## src/rtl/icache_direct_mapped_if.sv

```systemverilog
// Bus bundle for the icache: the fetch-side wishbone slave link and the refill-side wishbone master link.
interface icache_direct_mapped_if;
    logic [11:0]  cpu_adr;
    logic         cpu_stb;
    logic         cpu_cyc;
    logic         cpu_we;
    logic [127:0] cpu_dat_s;
    logic         cpu_ack;

    logic [11:0]  l2_adr;
    logic         l2_stb;
    logic         l2_cyc;
    logic         l2_we;
    logic [15:0]  l2_sel;
    logic [127:0] l2_dat_s;
    logic         l2_ack;

    // Cache-side view
    modport slave (
        input  cpu_adr, cpu_stb, cpu_cyc, cpu_we,
        output cpu_dat_s, cpu_ack,
        output l2_adr, l2_stb, l2_cyc, l2_we, l2_sel,
        input  l2_dat_s, l2_ack
    );

    // Environment view: the fetch master plus the L2/arbiter responder
    modport master (
        output cpu_adr, cpu_stb, cpu_cyc, cpu_we,
        input  cpu_dat_s, cpu_ack,
        input  l2_adr, l2_stb, l2_cyc, l2_we, l2_sel,
        output l2_dat_s, l2_ack
    );
endinterface

```

## src/rtl/icache_direct_mapped.sv

```systemverilog
// Direct-mapped read-only instruction cache with 128-bit lines, combinational hit ACK and wishbone refill.
// Optional next-line prefetch is enabled by defining ICACHE_NEXT_LINE_PREFETCH_EN.
module icache_direct_mapped #(
    parameter int SETS  = 16,
    parameter int CNT_W = 16
) (
    input  logic                 clk,
    input  logic                 rst,
    icache_direct_mapped_if.slave bus,
    input  logic                 inv,
    output logic [CNT_W-1:0]     hit_count,
    output logic [CNT_W-1:0]     miss_count
`ifdef ICACHE_NEXT_LINE_PREFETCH_EN
    ,
    output logic [CNT_W-1:0]     pf_count
`endif
);
    localparam int IDX = $clog2(SETS);
    localparam int TAG = 12 - IDX;

`ifdef ICACHE_NEXT_LINE_PREFETCH_EN
    typedef enum logic [1:0] {IDLE = 2'd0, FILL = 2'd1, PREFETCH = 2'd2} state_t;
`else
    typedef enum logic [1:0] {IDLE = 2'd0, FILL = 2'd1} state_t;
`endif

    state_t          state;
    logic [SETS-1:0] valid;
    logic [TAG-1:0]  tag_mem  [SETS];
    logic [127:0]    data_mem [SETS];
    logic            inv_seen;

    logic [IDX-1:0]  req_idx;
    logic [TAG-1:0]  req_tag;
    logic [IDX-1:0]  fill_idx;
    logic [TAG-1:0]  fill_tag;
    logic            req;
    logic            hit;
    logic            miss;
    logic            fill_done;

    assign req_idx   = bus.cpu_adr[IDX-1:0];
    assign req_tag   = bus.cpu_adr[11:IDX];
    assign fill_idx  = bus.l2_adr[IDX-1:0];
    assign fill_tag  = bus.l2_adr[11:IDX];
    assign req       = (state == IDLE) && bus.cpu_stb && bus.cpu_cyc && !bus.cpu_we;
    assign hit       = req && valid[req_idx] && (tag_mem[req_idx] == req_tag);
    assign miss      = req && !hit;
    // Any non-IDLE state is a refill in flight, so l2_ack is only honoured there
    assign fill_done = (state != IDLE) && bus.l2_ack;

    assign bus.cpu_ack   = hit;
    assign bus.cpu_dat_s = data_mem[req_idx];
    assign bus.l2_we     = 1'b0;
    assign bus.l2_sel    = 16'hFFFF;

`ifdef ICACHE_NEXT_LINE_PREFETCH_EN
    logic [11:0]    nxt_adr;
    logic [IDX-1:0] nxt_idx;
    logic           nxt_present;
    logic           pf_pending;

    assign nxt_adr     = bus.l2_adr + 12'd1;
    assign nxt_idx     = nxt_adr[IDX-1:0];
    assign nxt_present = valid[nxt_idx] && (tag_mem[nxt_idx] == nxt_adr[11:IDX]);
`endif

    // Control FSM: refill sequencing, valid bits and hit/miss statistics
    always_ff @(posedge clk or posedge rst) begin
        if (rst) begin
            state      <= IDLE;
            valid      <= '0;
            hit_count  <= '0;
            miss_count <= '0;
            bus.l2_adr <= 12'd0;
            bus.l2_stb <= 1'b0;
            bus.l2_cyc <= 1'b0;
            inv_seen   <= 1'b0;
`ifdef ICACHE_NEXT_LINE_PREFETCH_EN
            pf_pending <= 1'b0;
            pf_count   <= '0;
`endif
        end else begin
            case (state)
                IDLE: begin
                    if (hit) begin
                        hit_count <= hit_count + CNT_W'(1);
                    end
`ifdef ICACHE_NEXT_LINE_PREFETCH_EN
                    if (pf_pending) begin
                        pf_pending <= 1'b0;
                        bus.l2_adr <= nxt_adr;
                        bus.l2_stb <= 1'b1;
                        bus.l2_cyc <= 1'b1;
                        inv_seen   <= 1'b0;
                        pf_count   <= pf_count + CNT_W'(1);
                        state      <= PREFETCH;
                    end else
`endif
                    if (miss) begin
                        bus.l2_adr <= bus.cpu_adr;
                        bus.l2_stb <= 1'b1;
                        bus.l2_cyc <= 1'b1;
                        inv_seen   <= 1'b0;
                        miss_count <= miss_count + CNT_W'(1);
                        state      <= FILL;
                    end
                end
                FILL: begin
                    if (bus.l2_ack) begin
                        valid[fill_idx] <= ~inv_seen;
                        bus.l2_stb      <= 1'b0;
                        bus.l2_cyc      <= 1'b0;
                        state           <= IDLE;
`ifdef ICACHE_NEXT_LINE_PREFETCH_EN
                        pf_pending      <= ~nxt_present;
`endif
                    end else if (inv) begin
                        inv_seen <= 1'b1;
                    end
                end
`ifdef ICACHE_NEXT_LINE_PREFETCH_EN
                PREFETCH: begin
                    if (bus.l2_ack) begin
                        valid[fill_idx] <= ~inv_seen;
                        bus.l2_stb      <= 1'b0;
                        bus.l2_cyc      <= 1'b0;
                        state           <= IDLE;
                    end else if (inv) begin
                        inv_seen <= 1'b1;
                    end
                end
`endif
                default: begin
                    bus.l2_stb <= 1'b0;
                    bus.l2_cyc <= 1'b0;
                    state      <= IDLE;
                end
            endcase
            // Invalidate overrides any valid bit set by a fill completing in the same cycle
            if (inv) begin
                valid <= '0;
            end
        end
    end

    // Tag and data arrays carry no reset; valid bits alone qualify their contents
    always_ff @(posedge clk) begin
        if (fill_done) begin
            tag_mem[fill_idx]  <= fill_tag;
            data_mem[fill_idx] <= bus.l2_dat_s;
        end
    end
endmodule

```

## src/flat_wrapper.sv

```systemverilog
// flat-port wrapper written by rule: the top's interface ports become plain ports
module icache_direct_mapped_flat 
#(
    parameter int SETS  = 16,
    parameter int CNT_W = 16
)
  (clk, rst, inv, hit_count, miss_count, bus_cpu_adr, bus_cpu_stb, bus_cpu_cyc, bus_cpu_we, bus_cpu_dat_s, bus_cpu_ack, bus_l2_adr, bus_l2_stb, bus_l2_cyc, bus_l2_we, bus_l2_sel, bus_l2_dat_s, bus_l2_ack);
  icache_direct_mapped_if bus_i ();
  input  logic clk;
  input  logic rst;
  input  logic inv;
  output logic [CNT_W-1:0] hit_count;
  output logic [CNT_W-1:0] miss_count;
  input wire logic [$bits(bus_i.cpu_adr)-1:0] bus_cpu_adr;
  input wire logic [$bits(bus_i.cpu_stb)-1:0] bus_cpu_stb;
  input wire logic [$bits(bus_i.cpu_cyc)-1:0] bus_cpu_cyc;
  input wire logic [$bits(bus_i.cpu_we)-1:0] bus_cpu_we;
  output wire logic [$bits(bus_i.cpu_dat_s)-1:0] bus_cpu_dat_s;
  output wire logic [$bits(bus_i.cpu_ack)-1:0] bus_cpu_ack;
  output wire logic [$bits(bus_i.l2_adr)-1:0] bus_l2_adr;
  output wire logic [$bits(bus_i.l2_stb)-1:0] bus_l2_stb;
  output wire logic [$bits(bus_i.l2_cyc)-1:0] bus_l2_cyc;
  output wire logic [$bits(bus_i.l2_we)-1:0] bus_l2_we;
  output wire logic [$bits(bus_i.l2_sel)-1:0] bus_l2_sel;
  input wire logic [$bits(bus_i.l2_dat_s)-1:0] bus_l2_dat_s;
  input wire logic [$bits(bus_i.l2_ack)-1:0] bus_l2_ack;
  assign bus_i.cpu_adr = bus_cpu_adr;
  assign bus_i.cpu_stb = bus_cpu_stb;
  assign bus_i.cpu_cyc = bus_cpu_cyc;
  assign bus_i.cpu_we = bus_cpu_we;
  assign bus_cpu_dat_s = bus_i.cpu_dat_s;
  assign bus_cpu_ack = bus_i.cpu_ack;
  assign bus_l2_adr = bus_i.l2_adr;
  assign bus_l2_stb = bus_i.l2_stb;
  assign bus_l2_cyc = bus_i.l2_cyc;
  assign bus_l2_we = bus_i.l2_we;
  assign bus_l2_sel = bus_i.l2_sel;
  assign bus_i.l2_dat_s = bus_l2_dat_s;
  assign bus_i.l2_ack = bus_l2_ack;
  icache_direct_mapped #(.SETS(SETS), .CNT_W(CNT_W)) u_core (.clk(clk), .rst(rst), .bus(bus_i), .inv(inv), .hit_count(hit_count), .miss_count(miss_count));
endmodule
```

## config.mk

```make
export PLATFORM = sky130hd
export DESIGN_NAME = icache_direct_mapped_flat
export DESIGN_NICKNAME = d
export VERILOG_FILES = /design/src/rtl/icache_direct_mapped_if.sv /design/src/rtl/icache_direct_mapped.sv /design/src/flat_wrapper.sv
export SDC_FILE = /design/constraint.sdc
export NUM_CORES = 2
export LEC_CHECK = 0
export BUFFER_PORTS_ARGS = -buffer_cell sky130_fd_sc_hd__buf_2
export CORE_AREA = 2 2 438 440
export CTS_CLUSTER_DIAMETER = 50
export DETAILED_ROUTE_END_ITERATION = 6
export DIE_AREA = 0 0 440 442
export REMOVE_ABC_BUFFERS = 1
export SYNTH_ARGS = -nofsm -noshare
export SYNTH_HDL_FRONTEND = slang
export SYNTH_SLANG_ARGS = --single-unit
```

## constraint.sdc

```tcl
create_clock -name clk -period 15.5 [get_ports clk]
set_clock_uncertainty 0.1 [all_clocks]
set_input_delay 0.775 -clock clk [delete_from_list [all_inputs] [get_ports clk]]
set_output_delay 0.775 -clock clk [all_outputs]
set_load 0.1 [all_outputs]
```

==> flow_metrics.env <==
export IMPL_status="finished, final reports clean"
export IMPL_met1_usage=0.285
export IMPL_viasPerCell=5.78
export IMPL_grt_total_usage=0.203
export IMPL_num_io_pins=339
export IMPL_relSlewSlack=0.172
export IMPL_drc=0
export IMPL_fp_coreArea_um2=190000
export IMPL_worst_path_buf_inv=5
export IMPL_route_vias_total=38100
export IMPL_initialDrtViolationCount=3580
export IMPL_grt_overflow_total=0
export IMPL_switching_share=0.236
export IMPL_met2_usage=0.330
export IMPL_cts_clk_slew_worst_paths_ns=0.06
export IMPL_p_leak_uw=0.0309
export IMPL_wl_um=197000
export IMPL_path_common_cell="buf_4"
export IMPL_synth_area_per_cell_um2=24.9
export IMPL_synthDistinctLibCells=52
export IMPL_yosys_area_top_type="edfxtp_1"
export IMPL_synth_yosys_seq_area_share=0.788
export IMPL_layout_drive_gt1_share=0.350
export IMPL_multi_input_area_um2=17200
export IMPL_fmax_ghz=0.173
export IMPL_synthCells=3404
export IMPL_hold_viol_final=0
export IMPL_cts_path_max_buffers=3
export IMPL_routabilityCongestion=0.720
export IMPL_yosysTopAreaCellShare=0.770
export IMPL_cellPowerDensity_nw_per_um2=136
export IMPL_wl_per_cell_um=29.8
export IMPL_busiest_layer="met2"
export IMPL_fin_crit_ns=5.79
export IMPL_met3_usage=0.0357
export IMPL_die_h_um=442
export IMPL_cp_slowest_cell="buf_4"
export IMPL_synth_seq_cells=2238
export IMPL_synth_ff_type="edfxtp_1"
export IMPL_nets=4022
export IMPL_grt_first_pass_wirelength_um=284000
export IMPL_power_switching_uw=3110
export IMPL_fin_tns_setup_ns=0
export IMPL_cap_violations=0
export IMPL_dp_slack_ns=9.47
export IMPL_fin_crit_sh=0.374
export IMPL_crit_family="buffers and inverters"
export IMPL_finalSetupViolCount=0
export IMPL_r2r_slack_ns=11.41
export IMPL_clk_latency_ns=0.87
export IMPL_max_stage_delay_ns=0.80
export IMPL_critical_path_required_ns=14.62
export IMPL_crit_chain="buf_8, buf_4, buf_4, buf_4, mux4_2, mux4_2, buf_2"
export IMPL_slew_violations=0
export IMPL_cts_root_buf="clkbuf_16"
export IMPL_ctsHtreeMaxLevel=4
export IMPL_hp_class="in -> reg"
export IMPL_syn_cell_area_um2=84800
export IMPL_tightest_slew_ns=1.24
export IMPL_area_growth_pct=14.5
export IMPL_holdWs_ns=0.116
export IMPL_rsz0062_at_grt="no"
export IMPL_fin_ws_ns=9.71
export IMPL_final_area_um2=97200
export IMPL_p_comb_frac=0.075
export IMPL_yosys_top_cells_count="2176 x edfxtp_1, 656 x mux4_2, 64 x clkbuf_1"
export IMPL_die_x_um=440
export IMPL_postRouteAntennaNets=0
export IMPL_crit_fanout=45
export IMPL_synth_edf_count=2176
export IMPL_crit_arrival_ns=4.92
export IMPL_rows=160
export IMPL_synth_area_leaders="edfxtp_1 77%, mux4_2 17%, dfrtp_1 1.8%, mux2i_1 0.55%, buf_2 0.34%"
export IMPL_grt_start_max_net_pins=122
export IMPL_grt_pass1_vias=39400
export IMPL_crit_path_end_kind="primary output"
export IMPL_start_util=0.448
export IMPL_cp_start_kind="input pin"
export IMPL_yosysMostFrequentCell="edfxtp_1"
export IMPL_clkSinkCount=2238
export IMPL_final_util=0.513
export IMPL_pwr_share_clk=0.411
export IMPL_nFillCells=14700
export IMPL_p_seq_frac=0.514
export IMPL_dpl_cell_area_um2=89600
export IMPL_dr_pass1_iters=5
export IMPL_seqCellArea_um2=66900
export IMPL_antenna_found_initial=47
export IMPL_path_class="in -> out"
export IMPL_post_dp_hpwl_um=99300
export IMPL_vdd_drop_max_v=0.0000953
export IMPL_synth_warnings=0
export IMPL_portBuffers=321
export IMPL_dieArea_um2=194000
export IMPL_cts_buffers=236
export IMPL_cts_tree="done"
export IMPL_async_reset_ff_frac=0.0277
export IMPL_post_cts_buffers=0
export IMPL_p_int_uw=10100
[worst paths after layout]
kind	startpoint	endpoint	cells past startpoint
hold reg to reg	u_core.hit_count[15]$_DFFE_PP0P_	u_core.hit_count[15]$_DFFE_PP0P_	1
hold / removal	bus_l2_ack	u_core.bus.l2_stb$_DFFE_PP0P_	3
setup reg to reg	u_core.bus.l2_stb$_DFFE_PP0P_	u_core.data_mem[11][106]$_DFFE_PP_	4
min in group asynchronous	rst	u_core.hit_count[12]$_DFFE_PP0P_	4
max in group asynchronous	rst	u_core.miss_count[9]$_DFFE_PP0P_	4
setup / recovery	bus_cpu_adr[0]	bus_cpu_dat_s[122]	7
[repair_timing]
action / 4_1_cts / 5_1_grt
endpoints found under the hold margin: 6 / 0
hold buffers: 2 / 0
setup endpoints to repair: 0 / 0
gates resized for setup: 0 / 0
[per-layer routing]
| layer | vias to the layer above | wire [µm] |
|---|---|---|
| met1 | 20900 | 83100 |
| li1 | 15700 | - |
| met4 | 26 | 4330 |
| met5 | - | 146 |
| met2 | 1174 | 98400 |
| met3 | 327 | 10900 |
[worst register-to-register path, cell delays in order (launching register included)]
cell	delay (ns)
dfrtp_1	0.51
nand4_1	0.50
nor2_4	0.87
buf_4	0.69
buf_4	0.96
[placed cells by master (no fill, tap or decap), types with 8 or more instances in the layout]
cell type   netlist  routed
clkbuf_16         0     240
a211oi_1         15      15
clkinvlp_4        0       9
diode_2           0      12
nand3_1          13      13
clkinv_1          1      61
mux4_2          656     656
conb_1            2      17
mux2i_1          47      47
bufinv_16         0      15
a21oi_1          19      19
xnor2_1          29      29
buf_2            58     318
clkinv_2          0      34
mux2_2           10      10
buf_12            0       8
nor2_4            0      12
edfxtp_1       2176    2176
inv_6             0      10
nor2b_1          17      17
nand2_1          34      34
buf_4            19      72
inv_8             0      10
clkbuf_1         64      47
clkinv_4          0       8
dfrtp_1          62      62
nand4_1          11      11
nor2_1           35      23
and3_1            9       9
[cell type report]
type	count	area share
Timing Repair Buffer	403	0.0243
Tap cell	2511	0.0323
Antenna cell	12	0.000309
Inverter	8	0.000386
Sequential cell	2238	0.688
Clock buffer	288	0.0638
Clock inverter	152	0.0136
Multi-Input combinational cell	986	0.177
[metrics by stage]
| stage | std cells | power, µW |
|---|---|---|
| final | 6598 | 13200 |
| after global routing | 6594 | 13600 |
| after CTS | 6586 | 13400 |
| after detailed placement | 6144 | 7930 |
| after global placement | 6144 | 7920 |
| after floorplan | 3232 | 7580 |
[power by group through the flow]
stage          clock network [µW]  registers (µW)  logic [µW]
6_report                     5430            6790         996
4_1_cts                      5550            6790        1020
3_3_place_gp                    0            6910        1010
3_5_place_dp                    0            6910        1010
2_1_floorplan                   0            7000         571
5_1_grt                      5770            6790        1050
[registers in the layout, summed over array words and instances (netlist names)]
| register | flops |
|---|---|
| u_core.bus.l2_adr | 12 |
| u_core.bus.l2_stb | 1 |
| u_core.data_mem | 2048 |
| u_core.hit_count | 16 |
| u_core.inv_seen | 1 |
| u_core.miss_count | 16 |
| u_core.tag_mem | 128 |
| u_core.valid | 16 |
[cells by family after synthesis]
family | Yosys count | synth area share
adder cells (fa/ha/maj) | 2 | 0.000295
AND/OR/NAND/NOR | 152 | 0.00932
buffers and inverters | 195 | 0.0110
flip-flops | 2238 | 0.788
AO/OA/AOI/OAI | 61 | 0.00500
other | 2 | 0.0000885
XOR/XNOR | 34 | 0.00351
multiplexers | 720 | 0.182
No activity file was read; power rests on OpenSTA's default activity.
